$ cat config.mk
export PLATFORM = sky130hd
export DESIGN_NAME = cond_exec_unit_flat
export DESIGN_NICKNAME = d
export VERILOG_FILES = /design/src/rtl/cond_exec_unit_if.sv /design/src/rtl/cond_exec_unit.sv /design/src/flat_wrapper.sv
export SDC_FILE = /design/constraint.sdc
export NUM_CORES = 1
export LEC_CHECK = 0
export ABC_AREA = 1
export BUFFER_PORTS_ARGS = -buffer_cell sky130_fd_sc_hd__clkbuf_2
export CORE_ASPECT_RATIO = 2
export CORE_MARGIN = 1.5
export CORE_UTILIZATION = 45
export DETAILED_ROUTE_END_ITERATION = 10
export PLACE_DENSITY_LB_ADDON = 0.12
export SYNTH_ARGS = -nofsm -noshare
export SYNTH_HDL_FRONTEND = slang
export SYNTH_SLANG_ARGS = --single-unit
$ cat constraint.sdc
create_clock -name clk -period 2.95 [get_ports clk]
set_input_delay 0.885 -clock clk [delete_from_list [all_inputs] [get_ports clk]]
set_output_delay 0.885 -clock clk [all_outputs]
set_load 0.1 [all_outputs]
$ cat src/rtl/cond_exec_unit_if.sv
// Bundle of the conditional-execution stage signals.
// ctrl modport (master): drives the FSM strobes, instruction fields, ALU flags
// and counter clear, and observes the gated enables, flags and counters.
// unit modport (slave): the cond_exec_unit side of the same bundle.
interface cond_exec_unit_if #(
  parameter int unsigned CNT_W = 16
);
  logic [3:0]       Cond;
  logic [4:0]       Funct;
  logic [3:0]       Rd;
  logic [3:0]       ALUFlags;
  logic             ALUOp;
  logic             RegW;
  logic             MemW;
  logic             NextPC;
  logic             Branch;
  logic             cnt_clr;
  logic [1:0]       ALUControl;
  logic             PCWrite;
  logic             RegWrite;
  logic             MemWrite;
  logic [3:0]       Flags;
  logic             CondEx;
  logic [CNT_W-1:0] exec_cnt;
  logic [CNT_W-1:0] skip_cnt;

  modport master (
    output Cond, Funct, Rd, ALUFlags, ALUOp, RegW, MemW, NextPC, Branch, cnt_clr,
    input  ALUControl, PCWrite, RegWrite, MemWrite, Flags, CondEx, exec_cnt, skip_cnt
  );

  modport slave (
    input  Cond, Funct, Rd, ALUFlags, ALUOp, RegW, MemW, NextPC, Branch, cnt_clr,
    output ALUControl, PCWrite, RegWrite, MemWrite, Flags, CondEx, exec_cnt, skip_cnt
  );
endinterface

$ cat src/rtl/cond_exec_unit.sv
// Conditional-execution stage for the ARM-subset controller.
// Decodes the ALU command, holds NZCV, evaluates the condition field and
// gates the FSM's raw PC/register/memory write strobes. Also counts executed
// and annulled instructions with saturating counters.
// Ports:
//   clk   - system clock (rising edge)
//   reset - asynchronous active-low reset
//   bus   - cond_exec_unit_if slave: FSM strobes, instruction fields,
//           ALU flags, cnt_clr in; ALUControl, PCWrite, RegWrite, MemWrite,
//           Flags, CondEx, exec_cnt, skip_cnt out
module cond_exec_unit #(
  parameter int unsigned CNT_W = 16
) (
  input  logic              clk,
  input  logic              reset,
  cond_exec_unit_if.slave   bus
);

  logic [1:0]       flag_w;
  logic             pcs;
  logic             cond_ex;
  logic             cond_ex_d;
  logic [3:0]       flags;
  logic [CNT_W-1:0] exec_cnt;
  logic [CNT_W-1:0] skip_cnt;
  logic             qual;
  logic             n, z, c, v;

  assign {n, z, c, v} = flags;

  // ALU decode; unknown commands fall back to ADD with no flag writes
  always_comb begin
    bus.ALUControl = 2'b00;
    flag_w         = 2'b00;
    if (bus.ALUOp) begin
      unique case (bus.Funct[4:1])
        4'b0100: begin bus.ALUControl = 2'b00; flag_w = {bus.Funct[0], bus.Funct[0]}; end
        4'b0010: begin bus.ALUControl = 2'b01; flag_w = {bus.Funct[0], bus.Funct[0]}; end
        4'b0000: begin bus.ALUControl = 2'b10; flag_w = {bus.Funct[0], 1'b0}; end
        4'b1100: begin bus.ALUControl = 2'b11; flag_w = {bus.Funct[0], 1'b0}; end
        default: begin bus.ALUControl = 2'b00; flag_w = 2'b00; end
      endcase
    end
  end

  always_comb begin
    cond_ex = 1'b1;
    unique case (bus.Cond)
      4'h0: cond_ex = z;
      4'h1: cond_ex = ~z;
      4'h2: cond_ex = c;
      4'h3: cond_ex = ~c;
      4'h4: cond_ex = n;
      4'h5: cond_ex = ~n;
      4'h6: cond_ex = v;
      4'h7: cond_ex = ~v;
      4'h8: cond_ex = c & ~z;
      4'h9: cond_ex = ~c | z;
      4'hA: cond_ex = (n == v);
      4'hB: cond_ex = (n != v);
      4'hC: cond_ex = ~z & (n == v);
      4'hD: cond_ex = z | (n != v);
      default: cond_ex = 1'b1;
    endcase
  end

  assign pcs  = bus.Branch | (bus.RegW & (bus.Rd == 4'hF));
  assign qual = bus.RegW | bus.MemW | bus.Branch;

  always_ff @(posedge clk or negedge reset) begin
    if (!reset) begin
      flags     <= '0;
      cond_ex_d <= 1'b0;
      exec_cnt  <= '0;
      skip_cnt  <= '0;
    end else begin
      if (flag_w[1] & cond_ex) flags[3:2] <= bus.ALUFlags[3:2];
      if (flag_w[0] & cond_ex) flags[1:0] <= bus.ALUFlags[1:0];
      cond_ex_d <= cond_ex;
      if (bus.cnt_clr) begin
        exec_cnt <= '0;
        skip_cnt <= '0;
      end else if (qual) begin
        // commit is judged by the condition latched in the previous cycle
        if (cond_ex_d) begin
          if (exec_cnt != '1) exec_cnt <= exec_cnt + 1'b1;
        end else begin
          if (skip_cnt != '1) skip_cnt <= skip_cnt + 1'b1;
        end
      end
    end
  end

  assign bus.PCWrite  = bus.NextPC | (pcs & cond_ex_d);
  assign bus.RegWrite = bus.RegW & cond_ex_d;
  assign bus.MemWrite = bus.MemW & cond_ex_d;
  assign bus.Flags    = flags;
  assign bus.CondEx   = cond_ex;
  assign bus.exec_cnt = exec_cnt;
  assign bus.skip_cnt = skip_cnt;

endmodule

$ cat src/flat_wrapper.sv
// flat-port wrapper written by rule: the top's interface ports become plain ports
module cond_exec_unit_flat 
#(
  parameter int unsigned CNT_W = 16
)
  (clk, reset, bus_Cond, bus_Funct, bus_Rd, bus_ALUFlags, bus_ALUOp, bus_RegW, bus_MemW, bus_NextPC, bus_Branch, bus_cnt_clr, bus_ALUControl, bus_PCWrite, bus_RegWrite, bus_MemWrite, bus_Flags, bus_CondEx, bus_exec_cnt, bus_skip_cnt);
  cond_exec_unit_if #(.CNT_W(CNT_W)) bus_i ();
  input  logic clk;
  input  logic reset;
  input wire logic [$bits(bus_i.Cond)-1:0] bus_Cond;
  input wire logic [$bits(bus_i.Funct)-1:0] bus_Funct;
  input wire logic [$bits(bus_i.Rd)-1:0] bus_Rd;
  input wire logic [$bits(bus_i.ALUFlags)-1:0] bus_ALUFlags;
  input wire logic [$bits(bus_i.ALUOp)-1:0] bus_ALUOp;
  input wire logic [$bits(bus_i.RegW)-1:0] bus_RegW;
  input wire logic [$bits(bus_i.MemW)-1:0] bus_MemW;
  input wire logic [$bits(bus_i.NextPC)-1:0] bus_NextPC;
  input wire logic [$bits(bus_i.Branch)-1:0] bus_Branch;
  input wire logic [$bits(bus_i.cnt_clr)-1:0] bus_cnt_clr;
  output wire logic [$bits(bus_i.ALUControl)-1:0] bus_ALUControl;
  output wire logic [$bits(bus_i.PCWrite)-1:0] bus_PCWrite;
  output wire logic [$bits(bus_i.RegWrite)-1:0] bus_RegWrite;
  output wire logic [$bits(bus_i.MemWrite)-1:0] bus_MemWrite;
  output wire logic [$bits(bus_i.Flags)-1:0] bus_Flags;
  output wire logic [$bits(bus_i.CondEx)-1:0] bus_CondEx;
  output wire logic [$bits(bus_i.exec_cnt)-1:0] bus_exec_cnt;
  output wire logic [$bits(bus_i.skip_cnt)-1:0] bus_skip_cnt;
  assign bus_i.Cond = bus_Cond;
  assign bus_i.Funct = bus_Funct;
  assign bus_i.Rd = bus_Rd;
  assign bus_i.ALUFlags = bus_ALUFlags;
  assign bus_i.ALUOp = bus_ALUOp;
  assign bus_i.RegW = bus_RegW;
  assign bus_i.MemW = bus_MemW;
  assign bus_i.NextPC = bus_NextPC;
  assign bus_i.Branch = bus_Branch;
  assign bus_i.cnt_clr = bus_cnt_clr;
  assign bus_ALUControl = bus_i.ALUControl;
  assign bus_PCWrite = bus_i.PCWrite;
  assign bus_RegWrite = bus_i.RegWrite;
  assign bus_MemWrite = bus_i.MemWrite;
  assign bus_Flags = bus_i.Flags;
  assign bus_CondEx = bus_i.CondEx;
  assign bus_exec_cnt = bus_i.exec_cnt;
  assign bus_skip_cnt = bus_i.skip_cnt;
  cond_exec_unit #(.CNT_W(CNT_W)) u_core (.clk(clk), .reset(reset), .bus(bus_i));
endmodule
-- Yosys cells after proc, flatten, opt, wreduce, memory -nomap -nowiden
Cells that the tools add are included.
- bits of input ports: 25
- logic and storage cells: 70
- output and inout port bits: 42
- register bits after elaboration: 37
- add/subtract/negate cells: 2
- equality and inequality tests: 22
- reductions and logical operators: 10
- bitwise operators: 18
- muxes and demuxes: 13
- operators by type and width (kind ; number):
    $mux W16 ; 8
    $add A16 B1 Y16 const B ; 2
    $eq A4 B4 Y1 const B ; 8
    $ne A16 B16 Y1 const B ; 2
    $eq A4 B3 Y1 const B ; 5
    $pmux W1 S14 ; 1
    $eq A4 B2 Y1 const B ; 3
    $and A1 B1 Y1 ; 8
    $logic_not A4 Y1 ; 2
    $reduce_bool A2 Y1 ; 4
    $or A1 B1 Y1 ; 6
    $pmux W2 S3 ; 1
    $reduce_and A3 Y1 ; 2
    $eq A4 B1 Y1 const B ; 1
    $mux W2 ; 2
    $not A1 Y1 ; 4
    $pmux W2 S2 ; 1
    $reduce_or A2 Y1 ; 2
    $ne A2 B2 Y1 const B ; 1
    $eq A1 B1 Y1 ; 1
    $ne A1 B1 Y1 ; 1

-- Logic depth before layout (Yosys ltp)
Gate-level depths: netlist (run 1).
- depth after elaboration: 5
- depth in mapped cells: 11
- depth with buffers taken out: 11

-- Worst setup path after synthesis (run 1)
Ideal clock, no wire load.
- path type: input-to-output
- start: input bus_Funct[1]
- end: output bus_ALUControl[0]
- data arrival time: 2.573 ns
- stages: 3
- setup slack: -0.508 ns
- path buffers: 0
- cell sequence: nor2_1 > nand2_1 > a21oi_1
- cells in the longest elaborated chain, start to end: 3
- elaborated cells on any way between the ends: 5
- those cells by class: eq/ne (2); mux (2); reduce/logical (1)
- RTL lines (item ; RTL line ; RTL):
    start: declaration ; flat_wrapper.sv:11 ; input wire logic [$bits(bus_i.Funct)-1:0] bus_Funct;
    $eq A4 B4 Y1, or another cell as far along ; cond_exec_unit.sv:36 ; unique case (bus.Funct[4:1])
    $pmux W2 S3 * ; cond_exec_unit.sv:36 ;
    $mux W2 * ; cond_exec_unit.sv:35 ; if (bus.ALUOp) begin
    end: declaration ; flat_wrapper.sv:20 ; output wire logic [$bits(bus_i.ALUControl)-1:0] bus_ALUControl;
Mark *: on every way between the ends. The rest lies on a longest branch, timed or not.

-- Worst setup path after layout (run 1)
- start: input bus_Cond[1]
- end: output bus_CondEx
- cells in the longest elaborated chain, start to end: 2
- elaborated cells on any way between the ends: 15
- those cells by class: eq/ne (13); mux (1); reduce/logical (1)
- RTL lines (item ; RTL line ; RTL):
    start: declaration ; flat_wrapper.sv:10 ; input wire logic [$bits(bus_i.Cond)-1:0] bus_Cond;
    $eq A4 B4 Y1, or another cell as far along ; cond_exec_unit.sv:48 ; unique case (bus.Cond)
    $pmux W1 S14 * ; cond_exec_unit.sv:48 ;
    end: declaration ; flat_wrapper.sv:25 ; output wire logic [$bits(bus_i.CondEx)-1:0] bus_CondEx;
Marked as above.

==> results of run 1 <==
==> layout make-up <==
cell class                      instances  area, um2
Multi-Input combinational cell        288       1428
Clock inverter                          1      5.005
Sequential cell                        37      925.9
Fill cell                             531       2322
Tap cell                               60      75.07
Timing Repair Buffer                   71      427.9
Clock buffer                            7      96.34
Inverter                               50      187.7
==> logic make-up (layout without fill, tap and decap cells) <==
| group | count (synthesis) | after routing | share of synthesized area |
|---|---|---|---|
| buffers and inverters | 56 | 129 | 0.08852 |
| xor gates and xnor gates | 10 | 10 | 0.03405 |
| and+or+nand+nor | 236 | 236 | 0.4115 |
| adders and majority gates | 2 | 2 | 0.009726 |
| DFF | 37 | 37 | 0.3599 |
| AOI/OAI and AO/OA | 40 | 40 | 0.09631 |
==> report_power, final <==
part	internal (mW)	leakage, nW	switching [mW]
Clock	0.211	0.0542	0.189
Sequential	0.538	0.507	0.0418
Combinational	0.104	1.01	0.420
Total	0.853	1.57	0.651
==> worst max-delay path: cells and delay by family <==
| family | cells | cell delay, ps |
|---|---|---|
| buffers and inverters | 3 | 460 |
| AND/OR/NAND/NOR | 7 | 570 |
==> cells in the mapped netlist, drive strengths merged <==
| library cell | number |
|---|---|
| nand2 | 118 |
| nor3 | 17 |
| a21boi | 1 |
| ha | 2 |
| a21o | 1 |
| o21bai | 5 |
| inv | 50 |
| buf | 6 |
| nand3 | 42 |
| o21ai | 32 |
| dfrtp | 37 |
| xnor2 | 1 |
| nand4 | 19 |
| xor2 | 9 |
| nor2 | 38 |
| a21oi | 1 |
| nand3b | 2 |
==> final timing paths <==
check | to | slack (ps) | depth (start not counted)
min | u_core.bus.Flags[2]$_DFFE_PN0P_ | 520 | 2
max reg2reg | u_core.bus.exec_cnt[14]$_DFFE_PN0P_ | 970 | 8
min reg2reg | u_core.bus.Flags[2]$_DFFE_PN0P_ | 520 | 2
max | bus_CondEx | 140 | 10
min in group asynchronous | u_core.bus.exec_cnt[2]$_DFFE_PN0P_ | 630 | 2
max in group asynchronous | u_core.bus.skip_cnt[12]$_DFFE_PN0P_ | 1960 | 2
==> per-stage QoR <==
stage          hold WS (ps)  total power, mW    util
6_report              515.1            1.504  0.5753
5_1_grt               565.2            1.575  0.5753
4_1_cts               514.3            1.514  0.5753
3_5_place_dp          496.4            1.116  0.5568
3_3_place_gp          497.2            1.114  0.5568
2_1_floorplan         589.4           0.9886       -
==> flip-flops by register name, summed over array words and instances (netlist names) <==
signal and flops:
u_core.bus.Flags 4, u_core.cond_ex_d 1, u_core.bus.skip_cnt 16, u_core.bus.exec_cnt 16
==> per-layer routing <==
metal	track usage	vias up	share of wire
li1	-	1386	-
met1	0.2327	1265	0.39
met2	0.4336	82	0.53
met3	0.03765	23	0.044
met4	0.1412	0	0.042
met5	0	-	0
==> placed cells by master, fill, tap and decap left out, drive strengths merged <==
cell | netlist | routed
nor3 | 17 | 17
xnor2 | 1 | 1
clkbuf | 0 | 69
dfrtp | 37 | 37
ha | 2 | 2
a21oi | 1 | 1
nand4 | 19 | 19
clkinv | 0 | 1
xor2 | 9 | 9
buf | 6 | 9
nand3b | 2 | 2
o21ai | 32 | 32
nor2 | 38 | 38
o21bai | 5 | 5
nand2 | 118 | 118
a21boi | 1 | 1
inv | 50 | 50
a21o | 1 | 1
nand3 | 42 | 42
==> flow_summary.toml, run 1 <==
[clocking]
cts_root_buf = "clkbuf_8"
cts_setup_buffers = 0
clkSinkCount = 37
cts-resized-gates = 0
cts_max_level = 2
clk_path_buf_depth = 2
ctsHoldBuffers = 0
cts_buffers = 5
cts_tree = "done"
path_clk_slew_ps = 70
insertion_delay_ps = 300

[timing]
fmax_mhz = 355.6
slew_viol_final = 0
setup_tns_ps = 0
worst_pin_slew_ps = 547.1
finalSetupViolations = 0
clock_skew_ps = 13.10
worst_slack_ps = 137.6
slew_headroom = 0.6368
finalHoldViolations = 0
rsz0062_at_grt = "no"
period_minus_slack_ps = 2812
finalCritPeriodShare = 0.9534

[final_layout]
drive_above_1_share = 0.2181
area_growth_pct = 22.28
final_nets = 480
fin_area_mm2 = 0.003146
instances_no_fill = 514
antenna_cells = 0

[synthesis]
yosysSeqAreaShare = 0.3599
synthCells = 381
synth.ff_latch_count = 37
yosysUniqueCellTypes = 27
synth_warnings = 0
syn_nets = 408
syn_area_per_cell_um2 = 6.752
synth_area_mm2 = 0.002572
synth_largest_area_cell = "dfrtp_1"
synthTopCellsByArea = "dfrtp_1 36%, nand2_1 17%, nand3_1 7.8%"
netlist.area_leader.share = 0.3599

[drt]
drtPass1Iterations = 4
drc = 0
drtIter0Drc = 144
wl_per_cell_um = 13.31
antenna_left = 0
routed_via_density = 5.362
routed_wl_um = 6841
num_vias = 2756

[floorplanning]
die_h_um = 109.9
initial_core_util = 0.4705
die_w_um = 56.47
fp.dieArea_mm2 = 0.006207
rows = 38
ios = 67
design.core.area_mm2 = 0.005468

[placement]
dp_slack_ps = 151.5
place_hpwl_um = 5316
io_buffers = 66
dp.cells = 506
placed_area_mm2 = 0.003044
gp_congestion = 0.9199

[critical_path]
crit_required_ps = 2070
rr_startpoint = "u_core.bus.exec_cnt[0]$_DFFE_PN0P_"
worst_setup_path_start_kind = "primary input"
crit_path_start = "bus_Cond[1]"
crit_path_max_incr_delay_ps = 200
crit_arrival_ps = 1930
cpMaxStageDelayCell = "buf_12"
crit_chain = "clkbuf_2, inv_1, nand2_1, nand2_1, nand2_1, nand3_1, nand2_1, nor2_1, nand2_2, buf_12"
critPathMaxFanout = 8
path_class = "primary input to primary output"
endpoint_kind = "primary output"
critPathMostFrequentCell = "nand2_1"

[run_status]
status = "completed"

[power]
ir_worst_vdd_mv = 0.4231
p_leak_nw = 1.566
power_density_mw_per_mm2 = 478.1

[global_route]
grtUsageTotal = 0.2318
antenna_found_initial = 0
grt_pass1_vias = 2622
grt_overflow_total = 0
grt_max_degree = 38
grt_pass1_wl_um = 11280

[min_path]
min_path_type = "flip-flop to flip-flop"
hp-start = "u_core.bus.Flags[2]$_DFFE_PN0P_"

[flow_run]
max_cap_viol_count = 0
Note: power is estimated with default switching activity, not from simulation.
==> run 2, diff against run 1 <==
clock period = 3.3 ns   (was 2.95 ns; I/O delays follow)
==> run 2 against run 1 <==
- sequential power is 11% lower
- final area is 0.95% lower
- total power is 3.4% lower
- worst setup slack better by 56 ps
- final cell count is 0.58% lower
- largest cell class unchanged
- largest power group unchanged
- highest routed layer unchanged
==> flow_summary.toml, run 2 (same netlist as run 1, synthesis figures left out) <==
[placement]
gp_congestion = 0.8963
io_buffers = 66
dp_slack_ps = 201.3
place_hpwl_um = 5428

[critical_path]
crit_path_start = "bus_Cond[1]"
crit_path_max_incr_delay_ps = 230
critPathMaxFanout = 8
worst_setup_path_start_kind = "primary input"
rr_endpoint = "u_core.bus.exec_cnt[14]$_DFFE_PN0P_"
cp_num_buf_inv = 3
cpMaxStageDelayCell = "buf_12"
ff2ff_setup_slack_ps = 1330
endpoint_kind = "primary output"
critPathMostFrequentCell = "nand2_1"
rr_startpoint = "u_core.bus.exec_cnt[0]$_DFFE_PN0P_"
path_class = "primary input to primary output"
crit_required_ps = 2310
crit_arrival_ps = 2120
crit_chain = "clkbuf_2, inv_1, nand2_1, nand2_1, nand2_1, nand3_1, nand2_1, nor2_1, nand2_1, buf_12"
critical-path-top-delay-family = "simple AND/OR/NAND/NOR gates"
r2r_cells = 8

[timing]
clock_skew_ps = 10.93
finalSetupViolations = 0
slew_viol_final = 0
rsz0062_at_grt = "no"
slew_headroom = 0.3752
worst_pin_slew_ps = 937.2
finalCritPeriodShare = 0.9412
finalHoldViolations = 0
worst_slack_ps = 194.0
period_minus_slack_ps = 3106
setup_tns_ps = 0
fmax_mhz = 322.0

[global_route]
grtUsageTotal = 0.2380
antenna_found_initial = 0
grt_pass1_vias = 2606
grt_max_degree = 38
grt_overflow_total = 0
grt_pass1_wl_um = 11550

[final_layout]
area_growth_pct = 21.11
final_nets = 477
drive_above_1_share = 0.2106
postLayoutCoreUtil = 0.5698
nFillCells = 522
mostFrequentLayoutCell = "nand2_1"
antenna_cells = 0
final_cell_mix = "116 x nand2_1, 62 x clkbuf_2, 48 x inv_1"

[clocking]
cts_tree = "done"
cts-resized-gates = 0
path_clk_slew_ps = 70
cts_max_level = 2
cts_root_buf = "clkbuf_8"
clk_path_buf_depth = 2
cts_setup_buffers = 0
ctsHoldBuffers = 0
cts_buffers = 5
insertion_delay_ps = 300
clkSinkCount = 37

[drt]
num_vias = 2720
drtIter0Drc = 117
antenna_left = 0
wl_per_cell_um = 13.61
routed_wl_um = 6954
drc = 0
routed_via_density = 5.323
drtPass1Iterations = 4

[floorplanning]
die_h_um = 109.9
ios = 67
design.core.area_mm2 = 0.005468
initial_core_util = 0.4705
die_w_um = 56.47
rows = 38
fp.dieArea_mm2 = 0.006207

[min_path]
whs_endpoint = "u_core.bus.Flags[2]$_DFFE_PN0P_"
holdPathStages = 2
min_path_type = "flip-flop to flip-flop"
hp-start = "u_core.bus.Flags[2]$_DFFE_PN0P_"

[power]
power_density_mw_per_mm2 = 466.1
ir_worst_vdd_mv = 0.4740
p_leak_nw = 1.555

[flow_run]
max_cap_viol_count = 0

[run_status]
status = "completed"
## run 2: power by group
part           internal [mW]  switching [mW]  total, mW
clock network          0.300           0.176      0.477
logic                 0.0848           0.374      0.459
registers              0.480          0.0357      0.516
total                  0.866           0.586       1.45
## run 2: worst max path at each step
stage	endpoint	slack (ps)	depth (start not counted)
5_1_grt	bus_CondEx	70	10
6_report	bus_CondEx	190	10
3_3_place_gp	bus_CondEx	250	9
4_1_cts	bus_CondEx	200	10
3_5_place_dp	bus_CondEx	200	10
2_1_floorplan	bus_CondEx	110	8
## run 2: metrics by stage
stage / hold slack, ps / instances / total power, mW / instance area [um2]
6_report: 515.9 / 511 / 1.452 / 3115
5_1_grt: 545.9 / 511 / 1.517 / 3115
4_1_cts: 524.5 / 511 / 1.467 / 3115
3_5_place_dp: 505.3 / 503 / 0.9882 / 2982
3_3_place_gp: 500.2 / 503 / 0.9850 / 2982
2_1_floorplan: 694.4 / 381 / 0.8828 / 2579
## run 2: layout make-up
cell class	instances	area [um2]	area share
flip-flops and latches	37	925.9	0.2972
repair buffers	68	367.9	0.1181
multi-input cells	288	1425	0.4574
well taps	60	75.07	0.02410
inverters	50	187.7	0.06024
clock inverters	3	65.06	0.02088
clock buffers	5	68.82	0.02209
## run 2: worst register-to-register path: cells and delay by family, from the launching register on
| kind | cells | cell delay (ps) |
|---|---|---|
| adders and majority gates | 1 | 300 |
| DFF | 1 | 440 |
| AOI/OAI and AO/OA | 1 | 100 |
| and+or+nand+nor | 5 | 840 |
| buffers and inverters | 1 | 170 |
## run 2: routing by layer
metal / global-route usage / wire length, um / share of wire
met1: 0.2296 / 2521 / 0.36
met2: 0.4867 / 4092 / 0.59
met3: 0.02706 / 216 / 0.031
met4: 0.09864 / 123 / 0.018
met5: 0 / 0 / 0
==> run 3, diff against run 2 <==
--- a/constraint.sdc
+++ b/constraint.sdc
@@ -3,2 +3,2 @@
 set_output_delay 0.99 -clock clk [all_outputs]
-set_load 0.1 [all_outputs]
+set_load 0.05 [all_outputs]
==> run 3 against run 2 <==
- final area fell by 2.3%
- sequential power barely moved
- sequential cell count did not move
- final cell count rose by 0.20%
- combinational power fell by 28%
- count of clock-buffer cells in the layout rose by 1
- total power fell by 21%
- clock skew rose by 2.0 ps
==> flow_summary.toml, run 3 (same netlist as run 1, synthesis figures left out) <==
[drt]
drtPass1Iterations = 4
routed_via_density = 5.283
drc = 0
wl_per_cell_um = 12.91
drtIter0Drc = 104
num_vias = 2705
antenna_left = 0
routed_wl_um = 6610

[critical_path]
cp_num_buf_inv = 3
ff2ff_setup_slack_ps = 1330
path_class = "primary input to primary output"
cpMaxStageDelayCell = "clkbuf_2"
critPathMaxFanout = 6
critical-path-top-delay-family = "buffers and inverters"
crit_required_ps = 2310
endpoint_kind = "primary output"
crit_chain = "clkbuf_2, inv_1, nand2_1, nor2_1, nand3_1, nand2_1, nor2_1, nand2_1, clkbuf_2"
critPathMostFrequentCell = "nand2_1"
worst_setup_path_start_kind = "primary input"
crit_arrival_ps = 1990
crit_path_max_incr_delay_ps = 270

[timing]
finalCritPeriodShare = 0.9024
finalSetupViolations = 0
worst_pin_slew_ps = 947.6
period_minus_slack_ps = 2978
slew_headroom = 0.3683
finalHoldViolations = 0
clock_skew_ps = 12.95
slew_viol_final = 0
rsz0062_at_grt = "no"
fmax_mhz = 335.8
worst_slack_ps = 322.0
setup_tns_ps = 0

[final_layout]
fin_area_mm2 = 0.003043
final_nets = 478
area_growth_pct = 18.29
drive_above_1_share = 0.2058
postLayoutCoreUtil = 0.5565
final_cell_mix = "116 x nand2_1, 66 x clkbuf_2, 48 x inv_1"
multi_input_area_mm2 = 0.001419
seqCellArea_um2 = 925.9
nFillCells = 556
mostFrequentLayoutCell = "nand2_1"
antenna_cells = 0

[global_route]
grtUsageTotal = 0.2270
use_met1 = 0.2287
use_met2 = 0.4551
grt_pass1_wl_um = 11130
antenna_found_initial = 0
grt_pass1_vias = 2568
grt_overflow_total = 0
grt_max_degree = 38
met3_usage = 0.02706
busiest_layer = "met2"

[floorplanning]
ios = 67
die_h_um = 109.9
initial_core_util = 0.4705
die_w_um = 56.47
rows = 38
design.core.area_mm2 = 0.005468
fp.dieArea_mm2 = 0.006207

[placement]
placed_area_mm2 = 0.002960
dp_slack_ps = 316.0
io_buffers = 66
place_hpwl_um = 5212
gp_congestion = 0.8873

[clocking]
insertion_delay_ps = 300
path_clk_slew_ps = 70
cts_buffers = 5
clkSinkCount = 37
cts-resized-gates = 0
cts_max_level = 2
cts_tree = "done"
cts_root_buf = "clkbuf_8"
ctsHoldBuffers = 0
clk_path_buf_depth = 2
cts_setup_buffers = 0

[power]
power_mw = 1.151
p_leak_nw = 1.529
power_density_mw_per_mm2 = 378.3
ir_worst_vdd_mv = 0.3260

[min_path]
min_path_type = "flip-flop to flip-flop"

[flow_run]
max_cap_viol_count = 0

[run_status]
status = "completed"
-- run 3: changes by cell type in the layout (fill, tap and decap cells not counted), sizes merged --
cell	delta
clkinv	+1
buf	-3
clkbuf	+5
bufinv	-2
-- run 3: routing by layer --
layer / routed length, um / part of all wire
met1: 2480 / 0.38
met3: 181 / 0.027
met2: 3760 / 0.57
met4: 187 / 0.028
met5: 0 / 0
-- run 3: per-stage QoR --
stage | hold WS (ps) | cells
final | 516.1 | 512
after global routing | 551.3 | 512
after CTS | 523.3 | 512
after detailed placement | 506.7 | 504
after global placement | 479.3 | 504
after floorplan | 694.4 | 381
-- run 3: final cells by class --
cell class / count / area share
clock buffer: 6 / 0.02385
clock inverter: 2 / 0.003289
inverter: 50 / 0.06168
multi-input combinational: 288 / 0.4663
sequential: 37 / 0.3043
tap: 60 / 0.02467
timing repair buffer: 69 / 0.1160
-- run 3: worst paths after layout --
path	start	endpoint	depth (start not counted)
worst min register to register	u_core.bus.Flags[2]$_DFFE_PN0P_	u_core.bus.Flags[2]$_DFFE_PN0P_	2
worst max register to register	u_core.bus.exec_cnt[0]$_DFFE_PN0P_	u_core.bus.exec_cnt[14]$_DFFE_PN0P_	8
worst min-delay path	u_core.bus.Flags[2]$_DFFE_PN0P_	u_core.bus.Flags[2]$_DFFE_PN0P_	2
worst max-delay path	bus_Cond[1]	bus_CondEx	9
max in group asynchronous	reset	u_core.bus.skip_cnt[6]$_DFFE_PN0P_	1
min in group asynchronous	reset	u_core.bus.exec_cnt[14]$_DFFE_PN0P_	1
-- run 3: worst reg2reg max path, cell delays in order, from the launching register on --
cell and delay (ps):
dfrtp_1 440, ha_1 300, nand3_2 150, nor3_4 300
nand3_2 140, nand2_4 140, nand2_4 150, inv_1 150
o21ai_0 100
-- run 3: where the power goes --
part,total (mW),switching [mW],internal (mW)
Combinational,0.329,0.248,0.0805
Clock,0.308,0.162,0.146
Sequential,0.514,0.0334,0.481
Total,1.15,0.444,0.708
